## config.mk

```make
export PLATFORM = sky130hd
export DESIGN_NAME = kernel_assembler_flat
export DESIGN_NICKNAME = d
export VERILOG_FILES = /design/src/rtl/remapper_pkg.sv /design/src/rtl/kernel_assembler_if.sv /design/src/rtl/kernel_assembler.sv /design/src/flat_wrapper.sv
export SDC_FILE = /design/constraint.sdc
export NUM_CORES = 1
export LEC_CHECK = 0
export ABC_AREA = 1
export CAP_MARGIN = 20
export CORE_UTILIZATION = 55
export DETAILED_ROUTE_END_ITERATION = 16
export MAX_ROUTING_LAYER = met4
export PLACE_DENSITY = 0.77
export SLEW_MARGIN = 0
export SYNTH_ARGS = -nofsm -noshare
export SYNTH_HDL_FRONTEND = slang
export SYNTH_SLANG_ARGS = --single-unit
```

## constraint.sdc

```tcl
create_clock -name i_clk -period 2.14 [get_ports i_clk]
set_clock_uncertainty 0.2 [all_clocks]
set_input_delay 0.214 -clock i_clk [delete_from_list [all_inputs] [get_ports i_clk]]
set_output_delay 0.214 -clock i_clk [all_outputs]
set_load 0.005 [all_outputs]
```

## src/rtl/remapper_pkg.sv

```systemverilog
// remapper_pkg: types and default sizes shared by the kernel assembler and
// the 12K remapper that sits downstream of it.
//   pixel_t     - one pixel, DATA_WIDTH bits
//   kernel_t    - IMAGE_KERNEL_12K pixels, element 0 first received
//   asm_state_t - assembler FSM state (IDLE, FILL)
package remapper_pkg;

  localparam int DATA_WIDTH       = 8;
  localparam int IMAGE_KERNEL_12K = 64;

  typedef logic [DATA_WIDTH-1:0]           pixel_t;
  typedef pixel_t [0:IMAGE_KERNEL_12K-1]   kernel_t;

  typedef enum logic {
    IDLE = 1'b0,
    FILL = 1'b1
  } asm_state_t;

endpackage

```

## src/rtl/kernel_assembler_if.sv

```systemverilog
// kernel_assembler_if: serial pixel stream in, parallel kernel out.
//   i_pixel_data/i_pixel_valid/i_sof   - pixel beat from upstream (no backpressure)
//   o_image_kernel                     - last completed kernel, element 0 first
//   o_kernel_is_ready                  - one-cycle pulse when the kernel updates
//   o_kernel_is_odd                    - kernel index parity within the frame
//   o_frame_done                       - pulse with ready for the frame's last kernel
//   o_sof_error                        - pulse when SOF lands mid-kernel
//   o_sof_err_count                    - only with KERNEL_ASM_ERR_CNT_EN defined
// Modports: master = upstream/consumer side, slave = the assembler.
interface kernel_assembler_if #(
  parameter int DATA_WIDTH       = 8,
  parameter int IMAGE_KERNEL_12K = 64
);

  logic [DATA_WIDTH-1:0]                         i_pixel_data;
  logic                                          i_pixel_valid;
  logic                                          i_sof;
  logic [0:IMAGE_KERNEL_12K-1][DATA_WIDTH-1:0]   o_image_kernel;
  logic                                          o_kernel_is_ready;
  logic                                          o_kernel_is_odd;
  logic                                          o_frame_done;
  logic                                          o_sof_error;
`ifdef KERNEL_ASM_ERR_CNT_EN
  logic [15:0]                                   o_sof_err_count;
`endif

  modport master (
    output i_pixel_data, i_pixel_valid, i_sof,
    input  o_image_kernel, o_kernel_is_ready, o_kernel_is_odd,
           o_frame_done, o_sof_error
`ifdef KERNEL_ASM_ERR_CNT_EN
    , input o_sof_err_count
`endif
  );

  modport slave (
    input  i_pixel_data, i_pixel_valid, i_sof,
    output o_image_kernel, o_kernel_is_ready, o_kernel_is_odd,
           o_frame_done, o_sof_error
`ifdef KERNEL_ASM_ERR_CNT_EN
    , output o_sof_err_count
`endif
  );

endinterface

```

## src/rtl/kernel_assembler.sv

```systemverilog
// kernel_assembler: collects a serial pixel stream into IMAGE_KERNEL_12K-pixel
// kernels and presents each completed kernel on a registered parallel bus.
// Ports:
//   i_clk      - clock, rising edge
//   i_aresetn  - asynchronous active-low reset
//   px         - kernel_assembler_if.slave (pixel stream in, kernel bus out)
// Optional: define KERNEL_ASM_ERR_CNT_EN to add a saturating 16-bit count of
// SOF errors on px.o_sof_err_count.
// Requires IMAGE_KERNEL_12K >= 2 and KERNELS_PER_FRAME >= 1.
module kernel_assembler #(
  parameter int DATA_WIDTH        = remapper_pkg::DATA_WIDTH,
  parameter int IMAGE_KERNEL_12K  = remapper_pkg::IMAGE_KERNEL_12K,
  parameter int KERNELS_PER_FRAME = 16
) (
  input logic               i_clk,
  input logic               i_aresetn,
  kernel_assembler_if.slave px
);
  import remapper_pkg::*;

  localparam int CW = $clog2(IMAGE_KERNEL_12K);
  localparam int KW = (KERNELS_PER_FRAME > 1) ? $clog2(KERNELS_PER_FRAME) : 1;
  localparam logic [CW-1:0] LAST_PIX  = CW'(IMAGE_KERNEL_12K - 1);
  localparam logic [KW-1:0] LAST_KERN = KW'(KERNELS_PER_FRAME - 1);

  typedef logic [0:IMAGE_KERNEL_12K-1][DATA_WIDTH-1:0] kern_vec_t;
  // Accumulation buffer only needs N-1 slots: the last pixel goes straight
  // from the input into the output register on the completing beat.
  typedef logic [0:IMAGE_KERNEL_12K-2][DATA_WIDTH-1:0] acc_vec_t;

  asm_state_t       state_q, state_d;
  logic [CW-1:0]    pix_q, pix_d;
  logic [KW-1:0]    kern_q, kern_d;
  acc_vec_t         acc_q;
  kern_vec_t        kernel_q, kernel_d;
  logic             odd_q, ready_q, done_q, err_q;

  logic             wr_en;
  logic             complete;
  logic             last_kern;
  logic             sof_err;

  // Next-state / control
  always_comb begin
    state_d   = state_q;
    pix_d     = pix_q;
    kern_d    = kern_q;
    wr_en     = 1'b0;
    complete  = 1'b0;
    last_kern = 1'b0;
    sof_err   = 1'b0;
    if (px.i_pixel_valid) begin
      if (px.i_sof) begin
        // SOF wins over everything, including a completing beat: the
        // partial kernel is dropped and this beat starts kernel 0.
        sof_err = (state_q == FILL);
        wr_en   = 1'b1;
        pix_d   = CW'(1);
        kern_d  = '0;
        state_d = FILL;
      end else if (state_q == FILL) begin
        if (pix_q == LAST_PIX) begin
          complete = 1'b1;
          pix_d    = '0;
          if (kern_q == LAST_KERN) begin
            last_kern = 1'b1;
            kern_d    = '0;
            state_d   = IDLE;
          end else begin
            kern_d = kern_q + KW'(1);
          end
        end else begin
          wr_en = 1'b1;
          pix_d = pix_q + CW'(1);
        end
      end
    end
  end

  // The SOF beat writes slot 0; pix_q is the slot otherwise.
  logic [CW-1:0] wr_idx;
  assign wr_idx   = px.i_sof ? '0 : pix_q;
  assign kernel_d = {acc_q, px.i_pixel_data};

  always_ff @(posedge i_clk or negedge i_aresetn) begin
    if (!i_aresetn) begin
      state_q <= IDLE;
      pix_q   <= '0;
      kern_q  <= '0;
      acc_q   <= '0;
    end else begin
      state_q <= state_d;
      pix_q   <= pix_d;
      kern_q  <= kern_d;
      if (wr_en) acc_q[wr_idx] <= px.i_pixel_data;
    end
  end

  // Output register: holds the last kernel until the next completion.
  always_ff @(posedge i_clk or negedge i_aresetn) begin
    if (!i_aresetn) begin
      kernel_q <= '0;
      odd_q    <= 1'b0;
      ready_q  <= 1'b0;
      done_q   <= 1'b0;
      err_q    <= 1'b0;
    end else begin
      ready_q <= complete;
      done_q  <= last_kern;
      err_q   <= sof_err;
      if (complete) begin
        kernel_q <= kernel_d;
        odd_q    <= kern_q[0];
      end
    end
  end

  assign px.o_image_kernel    = kernel_q;
  assign px.o_kernel_is_ready = ready_q;
  assign px.o_kernel_is_odd   = odd_q;
  assign px.o_frame_done      = done_q;
  assign px.o_sof_error       = err_q;

`ifdef KERNEL_ASM_ERR_CNT_EN
  // Counts on the same edge that raises o_sof_error, so the count already
  // includes an error while its pulse is visible.
  logic [15:0] err_cnt_q;
  always_ff @(posedge i_clk or negedge i_aresetn) begin
    if (!i_aresetn)                           err_cnt_q <= '0;
    else if (sof_err && err_cnt_q != 16'hFFFF) err_cnt_q <= err_cnt_q + 16'd1;
  end
  assign px.o_sof_err_count = err_cnt_q;
`endif

endmodule
```

## src/flat_wrapper.sv

```systemverilog
// flat-port wrapper written by rule: the top's interface ports become plain ports
module kernel_assembler_flat import remapper_pkg::*;
#(
  parameter int DATA_WIDTH        = remapper_pkg::DATA_WIDTH,
  parameter int IMAGE_KERNEL_12K  = remapper_pkg::IMAGE_KERNEL_12K,
  parameter int KERNELS_PER_FRAME = 16
)
  (i_clk, i_aresetn, px_i_pixel_data, px_i_pixel_valid, px_i_sof, px_o_image_kernel, px_o_kernel_is_ready, px_o_kernel_is_odd, px_o_frame_done, px_o_sof_error);
  kernel_assembler_if #(.DATA_WIDTH(DATA_WIDTH), .IMAGE_KERNEL_12K(IMAGE_KERNEL_12K)) px_i ();
  input logic i_clk;
  input logic i_aresetn;
  input wire logic [$bits(px_i.i_pixel_data)-1:0] px_i_pixel_data;
  input wire logic [$bits(px_i.i_pixel_valid)-1:0] px_i_pixel_valid;
  input wire logic [$bits(px_i.i_sof)-1:0] px_i_sof;
  output wire logic [$bits(px_i.o_image_kernel)-1:0] px_o_image_kernel;
  output wire logic [$bits(px_i.o_kernel_is_ready)-1:0] px_o_kernel_is_ready;
  output wire logic [$bits(px_i.o_kernel_is_odd)-1:0] px_o_kernel_is_odd;
  output wire logic [$bits(px_i.o_frame_done)-1:0] px_o_frame_done;
  output wire logic [$bits(px_i.o_sof_error)-1:0] px_o_sof_error;
  assign px_i.i_pixel_data = px_i_pixel_data;
  assign px_i.i_pixel_valid = px_i_pixel_valid;
  assign px_i.i_sof = px_i_sof;
  assign px_o_image_kernel = px_i.o_image_kernel;
  assign px_o_kernel_is_ready = px_i.o_kernel_is_ready;
  assign px_o_kernel_is_odd = px_i.o_kernel_is_odd;
  assign px_o_frame_done = px_i.o_frame_done;
  assign px_o_sof_error = px_i.o_sof_error;
  kernel_assembler #(.DATA_WIDTH(DATA_WIDTH), .IMAGE_KERNEL_12K(IMAGE_KERNEL_12K), .KERNELS_PER_FRAME(KERNELS_PER_FRAME)) u_core (.i_clk(i_clk), .i_aresetn(i_aresetn), .px(px_i));
endmodule
```

==> impl_metrics.json <==
{
  "r2r-start": "u_core.pix_q[1]$_DFFE_PN0P_",
  "async_flop_share_pct": 100,
  "avgSynthCellArea_um2": 8.89,
  "grt_pass1_vias": 33697,
  "synthFlopType": "dfrtp_1",
  "area.growth.synth_to_final_pct": 30.0,
  "yosysTopAreaCellShare_pct": 63.7,
  "power.density_nw_per_um2": 778,
  "cpPeakStageDelay_ps": 590,
  "finalHoldViolations": 0,
  "switching_share_pct": 23.1,
  "nNetsFinal": 5287,
  "synth.cell_area_um2": 40500,
  "cts_sinks": 1031,
  "drt_first_pass_iters": 6,
  "track_usage_pct": 33.7,
  "syn_inst": 4557,
  "gp_congestion": 0.858,
  "peakVddDrop_mv": 0.625,
  "clkLatencyLatePin_ps": 640,
  "yosysWarningCount": 0,
  "cts_buffer_depth": 3,
  "combPwrFrac_pct": 5.4,
  "antenna_found_initial": 3,
  "crit_buf_inv": 1,
  "fin_util_pct": 72.2,
  "p_leak_nw": 28.5,
  "cap_violations": 0,
  "timing.fmax_ghz": 0.475,
  "core-area_um2": 73000,
  "fp.dieW_um": 273,
  "cp_max_fo": 2,
  "io_pins": 528,
  "critPathTopFamily": "buffers and inverters",
  "arrival_ps": 1690,
  "yosysTopAreaCell": "dfrtp_1",
  "holdWs_ps": 34.0,
  "wl_per_cell_um": 19.3,
  "seqPwrFrac_pct": 50.1,
  "tightest_slew_ps": 545,
  "min_period_ps": 2110,
  "switchingPower_mw": 9.46,
  "internal_power_mw": 31.5,
  "grt_setup_unrepaired": "true",
  "yosysSeqAreaShare_pct": 63.7,
  "slowest_stage": "clkdlybuf4s50_1",
  "ys_seq_elements": 1031,
  "cp-start-kind": "flop",
  "power.total_mw": 41.0,
  "synth-edff-count": 0,
  "slew_headroom_pct": 63.7,
  "r2r_end": "u_core.acc_q[113]$_DFFE_PN0P_",
  "grt_pass1_wl_um": 189000,
  "yosysUniqueCellTypes": 26,
  "cp-end-kind": "output port",
  "htree_levels": 3,
  "crit_end": "px_o_image_kernel[415]",
  "io_buffer_count": 527,
  "power_frac_clock_pct": 44.4,
  "hold_path.class": "in -> async",
  "rrSetupSlack_ps": 50,
  "grt_start_max_net_pins": 80,
  "cp_cell_sequence": "clkdlybuf4s50_1",
  "drv_slew": 0,
  "drive_gt1_share_pct": 11.8,
  "syn-num-nets": 4571,
  "synth_most_common_cell": "nand2_1",
  "dieHeight_um": 273,
  "grt.overflow.total": 0,
  "wl_um": 122000,
  "initialDrtViolationCount": 3258,
  "fillCellCount": 5113,
  "place_hpwl_um": 78000,
  "final-setup-viol-count": 0,
  "routed_via_density": 5.47,
  "synth_area_leaders": "dfrtp_1 64%, nand2_1 24%, nand3_1 6.2%, nand2_2 0.91%, clkbuf_1 0.89%",
  "initial_core_util_pct": 55.5,
  "synthTopCellsByCount": "2588 x nand2_1, 1031 x dfrtp_1, 501 x nand3_1",
  "clock-root-buffer": "clkbuf_16",
  "fin_tns_setup_ps": 0,
  "cp-startpoint": "u_core.px.o_image_kernel[415]$_DFFE_PN0P_",
  "fin_crit_sh_pct": 98.4,
  "place_area_um2": 49000,
  "worstPathRequired_ps": 1730,
  "status": "finished clean",
  "crit_cells": 1,
  "fin_area_um2": 52600,
  "reg2reg_depth": 11,
  "ant_nets": 0,
  "tritoncts": "built",
  "cts_buffers": 99,
  "via_count": 34544,
  "drc": 0,
  "dieArea_um2": 74700,
  "crit_type": "reg -> out",
  "rows": 99,
  "cts.clk_slew.worst_paths_ps": 60
}
[final cells by class]
class	instances	area (µm²)	share of cell area, %
diodes	4	10.0	0.0190
clock buffers	138	2870	5.45
clock inverters	40	509	0.967
inverters	23	101	0.192
multi-input cells	3268	13400	25.5
flip-flops and latches	1031	25800	49.0
well taps	959	1200	2.28
repair buffers	849	8740	16.6
repair inverters	1	8.76	0.0166
[power by group through the flow]
stage	registers, mW	logic, mW	clock network [mW]
2_1_floorplan	20.7	0.991	0
3_3_place_gp	20.8	2.10	0
3_5_place_dp	20.8	2.17	0
4_1_cts	20.5	2.20	18.4
5_1_grt	20.6	2.48	19.2
6_report	20.5	2.23	18.2
[metal layers]
metal | GRT usage (%) | vias up | wire length (µm)
met5 | - | - | 0
met4 | 13.6 | 0 | 4480
met3 | 5.53 | 278 | 9750
met2 | 52.3 | 1612 | 58600
met1 | 44.7 | 17030 | 49200
li1 | - | 15624 | -
[cells by family after synthesis]
logic type | synth area share [%]
xor gates and xnor gates | 0.0433
adders and majority gates | 0.0618
and+or+nand+nor | 32.7
DFF | 63.7
buffers and inverters | 3.26
AOI/OAI and AO/OA | 0.176
[sequential cells by signal, indices dropped and copies added, names as in the netlist]
| name | cells |
|---|---|
| u_core.px.o_kernel_is_ready | 1 |
| u_core.px.o_image_kernel | 512 |
| u_core.px.o_kernel_is_odd | 1 |
| u_core.state_q | 1 |
| u_core.px.o_frame_done | 1 |
| u_core.pix_q | 6 |
| u_core.acc_q | 504 |
| u_core.kern_q | 4 |
| u_core.px.o_sof_error | 1 |
[through the flow]
step	setup WS, ps	cells
floorplan	205	4557
global placement	-111	6118
detailed placement	-175	6118
CTS	23.9	6306
global route	-33.8	6312
finish	33.2	6313
[cell usage in the layout (no fill, tap or decap), drive strengths merged, types with 2 or more instances in the layout]
cell / instances
ha: 2
buf: 321
nor2: 84
nand2: 2647
o21ai: 12
nand4: 6
clkinvlp: 6
inv: 23
nand3: 512
clkdlybuf4s50: 518
clkinv: 24
dlygate4sd3: 9
dfrtp: 1031
diode: 4
clkbuf: 139
bufinv: 11
[how the worst min path moves through the flow]
stage / slack (ps) / to / cells after the start
3_5_place_dp: -60 / u_core.px.o_image_kernel[289]$_DFFE_PN0P_ / 1
6_report: 30 / u_core.px.o_image_kernel[293]$_DFFE_PN0P_ / 3
5_1_grt: 40 / u_core.px.o_image_kernel[103]$_DFFE_PN0P_ / 3
4_1_cts: 20 / u_core.px.o_image_kernel[293]$_DFFE_PN0P_ / 3
2_1_floorplan: -280 / u_core.acc_q[0]$_DFFE_PN0P_ / 0
3_3_place_gp: -60 / u_core.px.o_image_kernel[289]$_DFFE_PN0P_ / 1
[repair_timing]
item,CTS,global route
hold endpoints to repair,1432,0
endpoints found under the setup margin,0,249
buffers inserted,0,1
hold buffers,10,0
gates resized for setup,0,14
Power figures use the tool's default switching activity.
